==> src/rtl/uart_transceiver.sv <==
// uart_transceiver: full-duplex UART with shared frame format, fixed clock divider per bit
module uart_transceiver #(
  parameter int    DATA_BITS    = 8,
  parameter string PARITY_BIT   = "even",
  parameter int    STOP_BITS    = 2,
  parameter int    UART_CLK_DIV = 20
) (
  input  logic                 clk,
  input  logic                 rst,
  input  logic [DATA_BITS-1:0] tx_data,
  input  logic                 transmit_start,
  output logic                 transmit_ready,
  output logic                 tx,
  output logic [DATA_BITS-1:0] rx_data,
  output logic                 rx_data_valid,
  output logic                 rx_error,
  input  logic                 rx
);
  localparam bit HAS_PAR = (PARITY_BIT != "none");
  localparam bit ODD_PAR = (PARITY_BIT == "odd");
  localparam int CW = $clog2(UART_CLK_DIV);
  localparam int IW = $clog2(DATA_BITS + 1);
  localparam logic [CW-1:0] BIT_END  = CW'(UART_CLK_DIV - 1);
  localparam logic [CW-1:0] HALF_END = CW'(UART_CLK_DIV / 2 - 1);
  localparam logic [IW-1:0] DATA_END = IW'(DATA_BITS - 1);
  localparam logic [IW-1:0] STOP_END = IW'(STOP_BITS - 1);

  typedef enum logic [2:0] {IDLE, START, DATA, PARITY, STOP} state_t;

  function automatic logic parity(input logic [DATA_BITS-1:0] d);
    return ODD_PAR ? ~^d : ^d;
  endfunction

  state_t                 tx_state, tx_state_n;
  logic [CW-1:0]          tx_cnt, tx_cnt_n;
  logic [IW-1:0]          tx_idx, tx_idx_n;
  logic [DATA_BITS-1:0]   tx_sh, tx_sh_n;
  logic                   tx_par, tx_par_n, tx_n, tx_tick;

  assign tx_tick        = (tx_cnt == BIT_END);
  assign transmit_ready = (tx_state == IDLE);

  always_comb begin
    tx_state_n = tx_state;
    tx_cnt_n   = tx_tick ? '0 : tx_cnt + 1'b1;
    tx_idx_n   = tx_idx;
    tx_sh_n    = tx_sh;
    tx_par_n   = tx_par;
    case (tx_state)
      IDLE: begin
        tx_cnt_n = '0;
        if (transmit_start) begin
          tx_state_n = START;
          tx_sh_n    = tx_data;
          tx_par_n   = parity(tx_data);
        end
      end
      START: if (tx_tick) begin
        tx_state_n = DATA;
        tx_idx_n   = '0;
      end
      DATA: if (tx_tick) begin
        tx_sh_n  = tx_sh >> 1;
        tx_idx_n = tx_idx + 1'b1;
        if (tx_idx == DATA_END) begin
          tx_state_n = HAS_PAR ? PARITY : STOP;
          tx_idx_n   = '0;
        end
      end
      PARITY: if (tx_tick) tx_state_n = STOP;
      STOP: if (tx_tick) begin
        tx_idx_n = tx_idx + 1'b1;
        if (tx_idx == STOP_END) tx_state_n = IDLE;
      end
      default: tx_state_n = IDLE;
    endcase
    // line level is registered from the next state so tx is glitch-free
    tx_n = (tx_state_n == START)  ? 1'b0 :
           (tx_state_n == DATA)   ? tx_sh_n[0] :
           (tx_state_n == PARITY) ? tx_par_n : 1'b1;
  end

  always_ff @(posedge clk) begin
    if (rst) begin
      tx_state <= IDLE;
      tx_cnt   <= '0;
      tx_idx   <= '0;
      tx_sh    <= '0;
      tx_par   <= 1'b0;
      tx       <= 1'b1;
    end else begin
      tx_state <= tx_state_n;
      tx_cnt   <= tx_cnt_n;
      tx_idx   <= tx_idx_n;
      tx_sh    <= tx_sh_n;
      tx_par   <= tx_par_n;
      tx       <= tx_n;
    end
  end

  state_t                 rx_state, rx_state_n;
  logic [CW-1:0]          rx_cnt, rx_cnt_n;
  logic [IW-1:0]          rx_idx, rx_idx_n;
  logic [DATA_BITS-1:0]   rx_sh, rx_sh_n, rx_data_n;
  logic                   rx_s1, rx_s2, rx_s3, rx_bad, rx_bad_n, valid_n, error_n, rx_tick;

  assign rx_tick = (rx_cnt == ((rx_state == START) ? HALF_END : BIT_END));

  always_comb begin
    rx_state_n = rx_state;
    rx_cnt_n   = rx_tick ? '0 : rx_cnt + 1'b1;
    rx_idx_n   = rx_idx;
    rx_sh_n    = rx_sh;
    rx_bad_n   = rx_bad;
    rx_data_n  = rx_data;
    valid_n    = 1'b0;
    error_n    = 1'b0;
    case (rx_state)
      IDLE: begin
        rx_cnt_n = '0;
        // a held-low line after a break never shows a 1->0 edge, so RX waits for idle
        if (rx_s3 && !rx_s2) begin
          rx_state_n = START;
          rx_bad_n   = 1'b0;
        end
      end
      START: if (rx_tick) begin
        rx_state_n = rx_s2 ? IDLE : DATA;
        rx_idx_n   = '0;
      end
      DATA: if (rx_tick) begin
        rx_sh_n  = (rx_sh >> 1) | (DATA_BITS'(rx_s2) << (DATA_BITS - 1));
        rx_idx_n = rx_idx + 1'b1;
        if (rx_idx == DATA_END) begin
          rx_state_n = HAS_PAR ? PARITY : STOP;
          rx_idx_n   = '0;
        end
      end
      PARITY: if (rx_tick) begin
        rx_bad_n   = (rx_s2 != parity(rx_sh));
        rx_state_n = STOP;
      end
      STOP: if (rx_tick) begin
        rx_bad_n = rx_bad | ~rx_s2;
        rx_idx_n = rx_idx + 1'b1;
        if (rx_idx == STOP_END) begin
          rx_state_n = IDLE;
          error_n    = rx_bad_n;
          valid_n    = ~rx_bad_n;
          rx_data_n  = rx_bad_n ? rx_data : rx_sh;
        end
      end
      default: rx_state_n = IDLE;
    endcase
  end

  always_ff @(posedge clk) begin
    if (rst) begin
      rx_s1         <= 1'b1;
      rx_s2         <= 1'b1;
      rx_s3         <= 1'b1;
      rx_state      <= IDLE;
      rx_cnt        <= '0;
      rx_idx        <= '0;
      rx_sh         <= '0;
      rx_bad        <= 1'b0;
      rx_data       <= '0;
      rx_data_valid <= 1'b0;
      rx_error      <= 1'b0;
    end else begin
      rx_s1         <= rx;
      rx_s2         <= rx_s1;
      rx_s3         <= rx_s2;
      rx_state      <= rx_state_n;
      rx_cnt        <= rx_cnt_n;
      rx_idx        <= rx_idx_n;
      rx_sh         <= rx_sh_n;
      rx_bad        <= rx_bad_n;
      rx_data       <= rx_data_n;
      rx_data_valid <= valid_n;
      rx_error      <= error_n;
    end
  end
endmodule

==> config.mk <==
export PLATFORM = sky130hd
export DESIGN_NAME = uart_transceiver
export DESIGN_NICKNAME = d
export VERILOG_FILES = /design/src/rtl/uart_transceiver.sv
export SDC_FILE = /design/constraint.sdc
export NUM_CORES = 1
export LEC_CHECK = 0
export BUFFER_PORTS_ARGS = -buffer_cell sky130_fd_sc_hd__clkbuf_2
export CELL_PAD_IN_SITES_DETAIL_PLACEMENT = 0
export CELL_PAD_IN_SITES_GLOBAL_PLACEMENT = 1
export CORE_MARGIN = 8
export CORE_UTILIZATION = 40
export DETAILED_ROUTE_END_ITERATION = 8
export PLACE_DENSITY = 0.77
export SLEW_MARGIN = 20
export SYNTH_ARGS = -nofsm -noshare
export SYNTH_HDL_FRONTEND = slang
export SYNTH_SLANG_ARGS = --single-unit
==> constraint.sdc <==
create_clock -name clk -period 3.36 [get_ports clk]
set_input_delay 0.168 -clock clk [delete_from_list [all_inputs] [get_ports clk]]
set_output_delay 0.168 -clock clk [all_outputs]
set_load 0.02 [all_outputs]
==> results of run 1 <==
-- worst reg2reg max path, stage by stage (launching register included) --
cell	delay [ns]
dfxtp_1	0.55
nor3b_4	0.40
mux2i_4	0.41
and3b_1	0.51
mux2i_1	0.25
nor2_1	0.06
-- area by class of cell --
| type | instances | area, um^2 | area share |
|---|---|---|---|
| clock buffer | 7 | 96.3 | 0.0322 |
| clock inverter | 1 | 30.0 | 0.0101 |
| inverter | 7 | 26.3 | 0.00879 |
| multi-input combinational | 214 | 1490 | 0.499 |
| sequential | 56 | 1120 | 0.375 |
| tap | 80 | 100 | 0.0335 |
| timing repair buffer | 24 | 123 | 0.0410 |
-- placed cells by master (no fill, tap or decap), types with 4 or more instances in the layout --
cell | synthesis | layout
mux2i_1 | 19 | 19
inv_1 | 7 | 7
or3_1 | 4 | 4
o21ai_0 | 7 | 7
ha_1 | 6 | 6
xor2_1 | 7 | 7
clkbuf_8 | 0 | 7
and2_1 | 5 | 5
dfxtp_1 | 56 | 56
nand2b_1 | 4 | 4
nor3_1 | 7 | 7
nand2_1 | 15 | 15
a22oi_1 | 7 | 7
a21oi_1 | 18 | 18
nor2b_1 | 4 | 4
nand3_1 | 10 | 10
nand3b_1 | 4 | 4
clkbuf_2 | 0 | 23
nor2_1 | 38 | 38
xnor2_1 | 14 | 14
-- worst paths after layout --
kind | slack [ns] | cells after the start | to
max reg2reg | 1.05 | 5 | rx_data[4]$_SDFFE_PP0P_
max | 1.05 | 5 | rx_data[4]$_SDFFE_PP0P_
min reg2reg | 0.43 | 1 | rx_s2$_SDFF_PP1_
min | 0.03 | 2 | rx_s1$_SDFF_PP1_
-- registers in the layout, indices dropped and copies added, names as in the netlist, 3 cells and up --
register / flops
rx_data: 8
rx_sh: 8
tx_sh: 8
rx_cnt: 5
tx_cnt: 5
rx_idx: 4
tx_idx: 4
rx_state: 3
tx_state: 3
-- per-layer routing --
metal	global-route usage	vias to the layer above	part of all wire
met5	0	-	0
met4	0.0354	0	0.013
met3	0.0349	5	0.051
met2	0.164	34	0.42
met1	0.141	938	0.51
li1	-	1051	-
-- metrics by stage --
stage	cells	setup slack, ns	instance area [um^2]	util	hold slack (ns)
3_3_place_gp	381	1.16	2860	0.428	0.352
3_5_place_dp	381	1.08	2860	0.428	0.357
5_1_grt	389	0.864	2990	0.447	0.0267
6_report	389	1.05	2990	0.447	0.0348
2_1_floorplan	292	1.39	2700	-	0.272
4_1_cts	389	1.05	2990	0.447	0.0311
-- power groups by stage --
stage	Sequential, uW	Combinational (uW)	Clock [uW]
floorplan	713	157	0
global placement	729	177	0
detailed placement	730	180	0
CTS	715	180	496
global route	721	198	516
finish	716	179	480
-- logic make-up after synthesis --
family          Yosys count
compound gates           49
flops                    56
mux                      20
fa+ha+maj                 6
simple gates            116
buf+inv                  22
xor+xnor                 23
==> summary.txt, run 1 <==
Synth
  – Post-synthesis mux area share: 0.0788
  – Yosys top cell by area: dfxtp_1
  – Compound-Gate Fraction of Synth Area: 0.125
  – Post-Synth XOR/XNOR Area: 0.0848
  – Post-synthesis adder-cell area fraction: 0.0278
  – Top_reg_cell synth: dfxtp_1
  – Distinct cells, synth: 52
  – Synth top area share: 0.415
  – Post-synth EDFFs: 0
  – Syn_nets: slightly above 300
  – Largest family of logic cells by synthesized area: simple AND/OR/NAND/NOR gates
  – Synth area leaders: dfxtp_1 42%, mux2i_1 7.0%, nor2_1 5.3%
  – Warnings from Yosys: 0
  – Most common cell in the netlist: dfxtp_1
  – Post-Synth Simple-Gate Area: 0.236
  – Post-synth design cell area: approximately 2700 um^2
  – FFs w/ async S/R, synth: 0
  – Most frequent cells after synthesis: 56 x dfxtp_1, 38 x nor2_1, 19 x mux2i_1
  – Syn_area_per_cell: 9.25 um^2
  – Mapped Cells: between 200 and 300
  – Register area share after synthesis: 0.415
  – Seq cells post-synth: 56

Routing
  – Average wire per standard cell: about 13 um
  – Residual antenna-violating net count after detailed routing: 0
  – DRC: 0
  – First drt pass iteration count: 5
  – Initial DRC Count: 111
  – DR vias: ~2,000
  – Final WL: ~5 mm
  – Number of vias per cell: 5.21

Final layout
  – # diodes: 0
  – Filler cells: between 600 and 700
  – Layout area overhead: 10.7%
  – Layout cells sized above 1: 0.139
  – Nets@finish: approximately 330

GRT
  – Initial antenna violation count: 0
  – Vias in the first global route: 1,903
  – GRT Total Usage: 0.108
  – Largest net degree at the start of global routing: 43
  – First-pass GRT wire length: about 8.7 mm
  – Overflow after GRT: 0

Floorplan
  – Num rows: 30
  – Die Ht: approximately 100 um
  – Core Box Area: 6680 um^2
  – Ports: 24
  – Die width: 98.2 um
  – Initial Utilization: 0.404
  – Die area: 9640 um^2

Status
  – Status: complete, no violations

Clock network
  – Hold bufs inserted after CTS: 0
  – Clock Latency Late Sink: slightly above 0.3 ns
  – CTS Root Cell: clkbuf_8
  – Worst-path clk slew: around 0.10 ns
  – Max Root-Sink Buffers: 2
  – Number of CTS-inserted buffers: 5
  – TritonCTS clock tree: yes
  – H-tree levels: 2
  – Post-CTS Setup Repair Bufs: 0
  – Clk sinks: 56
  – Resize count post-CTS: 0

Placed design
  – Port Buffers: 23
  – Final HPWL DP: between 3 and 4 mm
  – GP Congestion: roughly 0.79

Power
  – Cell Pwr Density: around 460 nW/um^2
  – Combinational share of power: 0.130
  – Net switching power: 351 uW
  – Part of the power in registers: 0.521
  – Maximum VDD drop: about 210 uV
  – Pint: between 1000 and 1500 uW
  – Power, Total: 1370 uW
  – Clock Power Share: 0.349
  – Leak: 0.00118 uW
  – Switching fraction of total power: 0.255

Hold path
  – Hold Crit Start: rx
  – Hold Path Class: primary input to flop

Timing
  – Peak Freq: 433 MHz
  – Min cycle time layout: roughly 2.3 ns
  – Actual slew at the worst max-slew pin: 0.841 ns
  – RSZ-0062 raised after global routing: false
  – Fin crit share: 0.687
  – Fin. max-slew vios: 0
  – Final hold vios: 0
  – TNS Setup: 0 ns
  – Setup Viol. Count Final: 0
  – Max Clock Skew: just under 0.008 ns
  – Slew margin rel.: 0.439

Critical path
  – CP endpoint kind: flop
  – CP max stage delay: roughly 0.55 ns
  – Critical Path Fanout Max: 12
  – Critical R2R Launch: rx_state[0]$_SDFFE_PP0P_
  – CP Buf/Inv Count: 0
  – Worst setup SP type: flop
  – CP required: approximately 3.5 ns
  – CP max-delay cell: dfxtp_1
  – CP top delay family: simple AND/OR/NAND/NOR gates
  – Worst EP arrival: between 2 and 2.5 ns
  – Crit path kind: flop to flop
  – Critical path startpoint: rx_state[0]$_SDFFE_PP0P_
  – CP Cell Sequence: nor3b_4, mux2i_4, and3b_1, mux2i_1, nor2_1

Job
  – Max Cap Viol: 0
Power figures use the tool's default switching activity.
==> run 2: changes to the inputs <==
==> constraint.sdc (replaced) <==
create_clock -name clk -period 2.3 [get_ports clk]
set_input_delay 0.115 -clock clk [delete_from_list [all_inputs] [get_ports clk]]
set_output_delay 0.115 -clock clk [all_outputs]
set_load 0.02 [all_outputs]
==> run 2 against run 1 <==
Effect of this change:
- final cell count increased by 2.1%
- worst setup slack got worse by 0.81 ns
- clock-buffer cell count decreased by 2
- hold slack improved by 0.048 ns
- register-to-register slack got worse by 0.81 ns
- global-route usage about the same
- final area increased by 1.8%
- first-iteration DRC count decreased by 50%
- via count about the same
- sequential power increased by 42%
==> summary.txt, run 2 (synthesis gave the netlist of run 1 again) <==
Routing
  – Number of vias per cell: 5.10 (-2.1%)
  – First drt pass iteration count: 4 (-1)
  – Average wire per standard cell: 12.8 um (-2.5%)
  – Initial DRC Count: 55 (-50%)
  – DR vias: 2,026 (-0.099%)
  – Final WL: 5.07 mm (-0.53%)
  – Residual antenna-violating net count after detailed routing: 0 (unchanged)
  – DRC: 0 (unchanged)

Timing
  – Slew margin rel.: 0.634 (+0.194)
  – Actual slew at the worst max-slew pin: 0.545 ns (-0.296 ns)
  – Max Clock Skew: 0.0119 ns (+0.00424 ns)
  – Fin. max-slew vios: 0 (unchanged)
  – Peak Freq: 486 MHz (+12%)
  – Final hold vios: 0 (unchanged)
  – Setup Viol. Count Final: 0 (unchanged)
  – Min cycle time layout: 2.06 ns (-0.252 ns)
  – Fin crit share: 0.894 (+0.207)
  – TNS Setup: 0 ns (unchanged)
  – RSZ-0062 raised after global routing: false

Critical path
  – CP max-delay cell: or4_1
  – CP Cell Sequence: nor3b_4, mux2i_4, o211ai_4, or4_1, a21oi_1
  – Worst setup SP type: flop
  – CP required: 2.54 ns (-0.99 ns)
  – Crit path kind: flop to flop
  – CP max stage delay: 0.52 ns (-0.03 ns)
  – Critical Path Fanout Max: 11 (-1)
  – CP endpoint kind: flop
  – Worst EP arrival: 2.30 ns (-0.17 ns)

Final layout
  – Largest registers: rx_data (8), rx_sh (8), tx_sh (8)
  – Most frequent cells in the layout: 56 x dfxtp_1, 38 x nor2_1, 23 x clkbuf_2
  – Nets@finish: 334 (+2.5%)
  – Final Instance Area: 3040 um^2 (+1.8%)
  – Layout cells sized above 1: 0.158 (+0.0186)
  – Layout area overhead: 12.6%
  – Filler cells: 676 (+0.15%)
  – Commonest non-fill, non-tap cell in the layout: dfxtp_1
  – # diodes: 0 (unchanged)

Clock network
  – Max Root-Sink Buffers: 2 (unchanged)
  – Number of CTS-inserted buffers: 5 (unchanged)
  – Worst-path clk slew: 0.10 ns (about the same)
  – Clock Latency Late Sink: 0.31 ns (about the same)
  – CTS Root Cell: clkbuf_8
  – Clk sinks: 56 (unchanged)
  – Post-CTS Setup Repair Bufs: 0 (unchanged)
  – H-tree levels: 2 (unchanged)
  – TritonCTS clock tree: yes

Floorplan
  – Core Box Area: 6680 um^2 (unchanged)
  – Ports: 24 (unchanged)
  – Die area: 9640 um^2 (unchanged)
  – Num rows: 30 (unchanged)
  – Die width: 98.2 um (unchanged)
  – Initial Utilization: 0.404 (unchanged)
  – Die Ht: 98.2 um (unchanged)

Hold path
  – Hold Path Class: primary input to flop

GRT
  – First-pass GRT wire length: 8.85 mm (+1.4%)
  – Largest net degree at the start of global routing: 28 (-35%)
  – Vias in the first global route: 1,972 (+3.6%)
  – GRT Total Usage: 0.109 (+0.000463)
  – Overflow after GRT: 0 (unchanged)
  – Initial antenna violation count: 0 (unchanged)

Placed design
  – Final HPWL DP: 3.71 mm (+2.2%)
  – GP Congestion: 0.762 (-4.0%)
  – Placed inst area: 2910 um^2 (+1.8%)
  – Port Buffers: 23 (unchanged)

Power
  – Maximum VDD drop: 283 uV (+34%)
  – Cell Pwr Density: 648 nW/um^2 (+41%)
  – Leak: 0.00122 uW (+3.0%)

Status
  – Status: complete, no violations

Job
  – Max Cap Viol: 0 (unchanged)
## run 2: power by group
part           total [uW]  internal [uW]  leakage, uW  switching, uW
combinational         303            130     0.000706            173
clock                 645            328    0.0000583            316
sequential           1020           1000     0.000454           22.4
total                1970           1460      0.00122            512
## run 2: worst paths after layout
kind / start / to / slack [ns] / cells after the start
setup / recovery: rx_state[2]$_SDFFE_PP0P_ / rx_idx[3]$_SDFFE_PP0P_ / 0.24 / 5
hold / removal: tx_data[7] / tx_sh[7]$_SDFFE_PP0P_ / 0.08 / 3
setup reg to reg: rx_state[2]$_SDFFE_PP0P_ / rx_idx[3]$_SDFFE_PP0P_ / 0.24 / 5
hold reg to reg: rx_s1$_SDFF_PP1_ / rx_s2$_SDFF_PP1_ / 0.42 / 1
## run 2: stage by stage
step / instances / util / power, uW / setup slack, ns / hold slack (ns)
floorplan: 292 / - / 1270 / 0.332 / 0.219
global placement: 388 / 0.436 / 1350 / 0.289 / 0.296
detailed placement: 388 / 0.436 / 1350 / 0.240 / 0.301
CTS: 397 / 0.455 / 2010 / 0.232 / 0.0693
global route: 397 / 0.455 / 2080 / 0.100 / 0.132
finish: 397 / 0.455 / 1970 / 0.244 / 0.0829
## run 2: per-layer routing
layer	GRT usage	vias to the layer above	share of wire
met4	0.0319	0	0.0059
met1	0.139	922	0.53
li1	-	1069	-
met2	0.170	33	0.42
met5	0	-	0
met3	0.0356	2	0.044
## run 2: what timing repair did
action,in CTS,in global routing
hold buffers,1,0
endpoints found under the hold margin,1,0
resized for setup,0,0
## run 2: area by class of cell
type                            instances  area (um^2)  area share
Multi-Input combinational cell        214         1490       0.491
Sequential cell                        56         1120       0.369
Timing Repair Buffer                   32          185      0.0609
Tap cell                               80          100      0.0329
Clock buffer                            5         68.8      0.0226
Clock inverter                          3         47.5      0.0156
Inverter                                7         26.3     0.00864
## run 2: worst max-delay path: cells and delay by family, from the launching register on
kind / cells / cell delay (ns)
compound gates: 2 / 0.29
flops: 1 / 0.42
mux: 1 / 0.40
simple gates: 2 / 0.88
==> run 3: changes to the inputs <==
--- a/config.mk
+++ b/config.mk
@@ -11,7 +11,7 @@
 export CORE_MARGIN = 8
 export CORE_UTILIZATION = 40
 export DETAILED_ROUTE_END_ITERATION = 8
-export PLACE_DENSITY = 0.77
+export PLACE_DENSITY_LB_ADDON = 0.2
 export SLEW_MARGIN = 20
 export SYNTH_ARGS = -nofsm -noshare
 export SYNTH_HDL_FRONTEND = slang
==> run 3 against run 2 <==
Effect of this change:
- clock skew decreased by 0.0015 ns
- final area up 0.33%
- sequential power is essentially flat
- global-route usage is 0.63 points higher
- worst setup slack worse by 0.036 ns
- critical path depth is the same
- critical endpoint unchanged
==> summary.txt, run 3 (synthesis gave the netlist of run 1 again) <==
Critical path
  – Worst EP arrival: 2.33 ns (+0.03 ns)
  – Critical path startpoint: rx_state[2]$_SDFFE_PP0P_
  – Reg-to-reg critical path endpoint: rx_idx[3]$_SDFFE_PP0P_
  – Crit path kind: flop to flop
  – Critical R2R Launch: rx_state[2]$_SDFFE_PP0P_
  – Worst setup SP type: flop
  – CP required: 2.54 ns (about the same)
  – End of the critical path: rx_idx[3]$_SDFFE_PP0P_
  – Critical Path Fanout Max: 11 (unchanged)
  – CP endpoint kind: flop
  – R2R cell count: 5 (unchanged)
  – Reg-to-reg setup timing slack: 0.21 ns (-0.04 ns)

GRT
  – GRT Total Usage: 0.115 (+0.00629)
  – Initial antenna violation count: 0 (unchanged)
  – First-pass GRT wire length: 9.17 mm (+3.7%)
  – Overflow after GRT: 0 (unchanged)
  – Largest net degree at the start of global routing: 27 (-3.6%)
  – Vias in the first global route: 1,904 (-3.4%)

Routing
  – First drt pass iteration count: 4 (unchanged)
  – Final WL: 5.35 mm (+5.5%)
  – Residual antenna-violating net count after detailed routing: 0 (unchanged)
  – Average wire per standard cell: 13.5 um (+5.5%)
  – DRC: 0 (unchanged)
  – Number of vias per cell: 5.17 (+1.3%)
  – Initial DRC Count: 42 (-24%)
  – DR vias: 2,053 (+1.3%)

Timing
  – WHS: 0.0736 ns (-0.00929 ns)
  – Slew margin rel.: 0.616 (-0.0174)
  – Setup Viol. Count Final: 0 (unchanged)
  – Actual slew at the worst max-slew pin: 0.575 ns (+0.0291 ns)
  – RSZ-0062 raised after global routing: false
  – TNS Setup: 0 ns (unchanged)
  – Final hold vios: 0 (unchanged)
  – Peak Freq: 478 MHz (-1.7%)
  – Min cycle time layout: 2.09 ns (+0.0363 ns)
  – Max Clock Skew: 0.0104 ns (-0.00152 ns)
  – Fin. max-slew vios: 0 (unchanged)
  – Fin crit share: 0.910 (+0.0158)

Final layout
  – Largest registers: rx_data (8), rx_sh (8), tx_sh (8)
  – Most frequent cells in the layout: 56 x dfxtp_1, 38 x nor2_1, 23 x clkbuf_2
  – Fin cells: 397 (unchanged)
  – Layout cells sized above 1: 0.158 (unchanged)
  – Layout area overhead: 13.0%
  – Finished Core Util: 0.457 (+0.00150)
  – # diodes: 0 (unchanged)
  – Nets@finish: 334 (unchanged)
  – Commonest non-fill, non-tap cell in the layout: dfxtp_1

Clock network
  – Resize count post-CTS: 0 (unchanged)
  – CTS Root Cell: clkbuf_8
  – Number of CTS-inserted buffers: 5 (unchanged)
  – H-tree levels: 2 (unchanged)
  – TritonCTS clock tree: yes
  – Hold bufs inserted after CTS: 1 (unchanged)
  – Post-CTS Setup Repair Bufs: 0 (unchanged)
  – Clk sinks: 56 (unchanged)
  – Worst-path clk slew: 0.10 ns (about the same)
  – Clock Latency Late Sink: 0.31 ns (about the same)
  – Max Root-Sink Buffers: 2 (unchanged)

Floorplan
  – Die width: 98.2 um (unchanged)
  – Die area: 9640 um^2 (unchanged)
  – Ports: 24 (unchanged)
  – Die Ht: 98.2 um (unchanged)
  – Num rows: 30 (unchanged)
  – Core Box Area: 6680 um^2 (unchanged)
  – Initial Utilization: 0.404 (unchanged)

Status
  – Status: complete, no violations

Hold path
  – Hold Path Class: primary input to flop
  – Hold Path Depth: 3 (unchanged)

Placed design
  – GP Congestion: 0.756 (-0.89%)
  – Final HPWL DP: 3.86 mm (+4.1%)
  – Placed cell count: 388 (unchanged)
  – Port Buffers: 23 (unchanged)

Power
  – Leak: 0.00122 uW (+0.42%)
  – Maximum VDD drop: 372 uV (+32%)
  – Cell Pwr Density: 668 nW/um^2 (+3.0%)

Job
  – Max Cap Viol: 0 (unchanged)
==> run 3: report_power, final <==
part / internal (uW) / switching, uW / total (uW)
Sequential: 1000 / 23.4 / 1020
Clock: 385 / 313 / 697
Combinational: 135 / 180 / 316
==> run 3: critical path, cell delays in order, from the launching register on <==
cell and delay [ns]:
dfxtp_1 0.43, nor3b_4 0.36, mux2i_4 0.40, o211ai_4 0.15, or4_1 0.53, a21oi_1 0.15
==> run 3: per-stage QoR <==
stage | setup slack [ns] | area [um^2] | power, uW
global placement | 0.291 | 2910 | 1360
floorplan | 0.332 | 2700 | 1270
detailed placement | 0.246 | 2910 | 1360
finish | 0.208 | 3050 | 2040
global route | 0.0923 | 3050 | 2140
CTS | 0.240 | 3050 | 2070
==> run 3: layout make-up <==
type	count	area [um^2]
Fill cell	677	3630
Timing Repair Buffer	32	185
Tap cell	80	100
Sequential cell	56	1120
Inverter	7	26.3
Multi-Input combinational cell	214	1490
Clock buffer	7	96.3
Clock inverter	1	30.0
==> run 3: how the worst min path moves through the flow <==
stage                       endpoint       start
2_1_floorplan       rx_s1$_SDFF_PP1_          rx
3_3_place_gp        rx_s1$_SDFF_PP1_          rx
3_5_place_dp        rx_s1$_SDFF_PP1_          rx
4_1_cts        tx_sh[7]$_SDFFE_PP0P_  tx_data[7]
5_1_grt        tx_sh[7]$_SDFFE_PP0P_  tx_data[7]
6_report       tx_sh[7]$_SDFFE_PP0P_  tx_data[7]
==> run 3: metal layers <==
layer  GRT usage  part of all wire  vias to the layer above
li1            -                 -                     1066
met1       0.154              0.53                      966
met2       0.174              0.44                       17
met3      0.0235             0.027                        4
met4      0.0496            0.0075                        0
met5           0                 0                        -
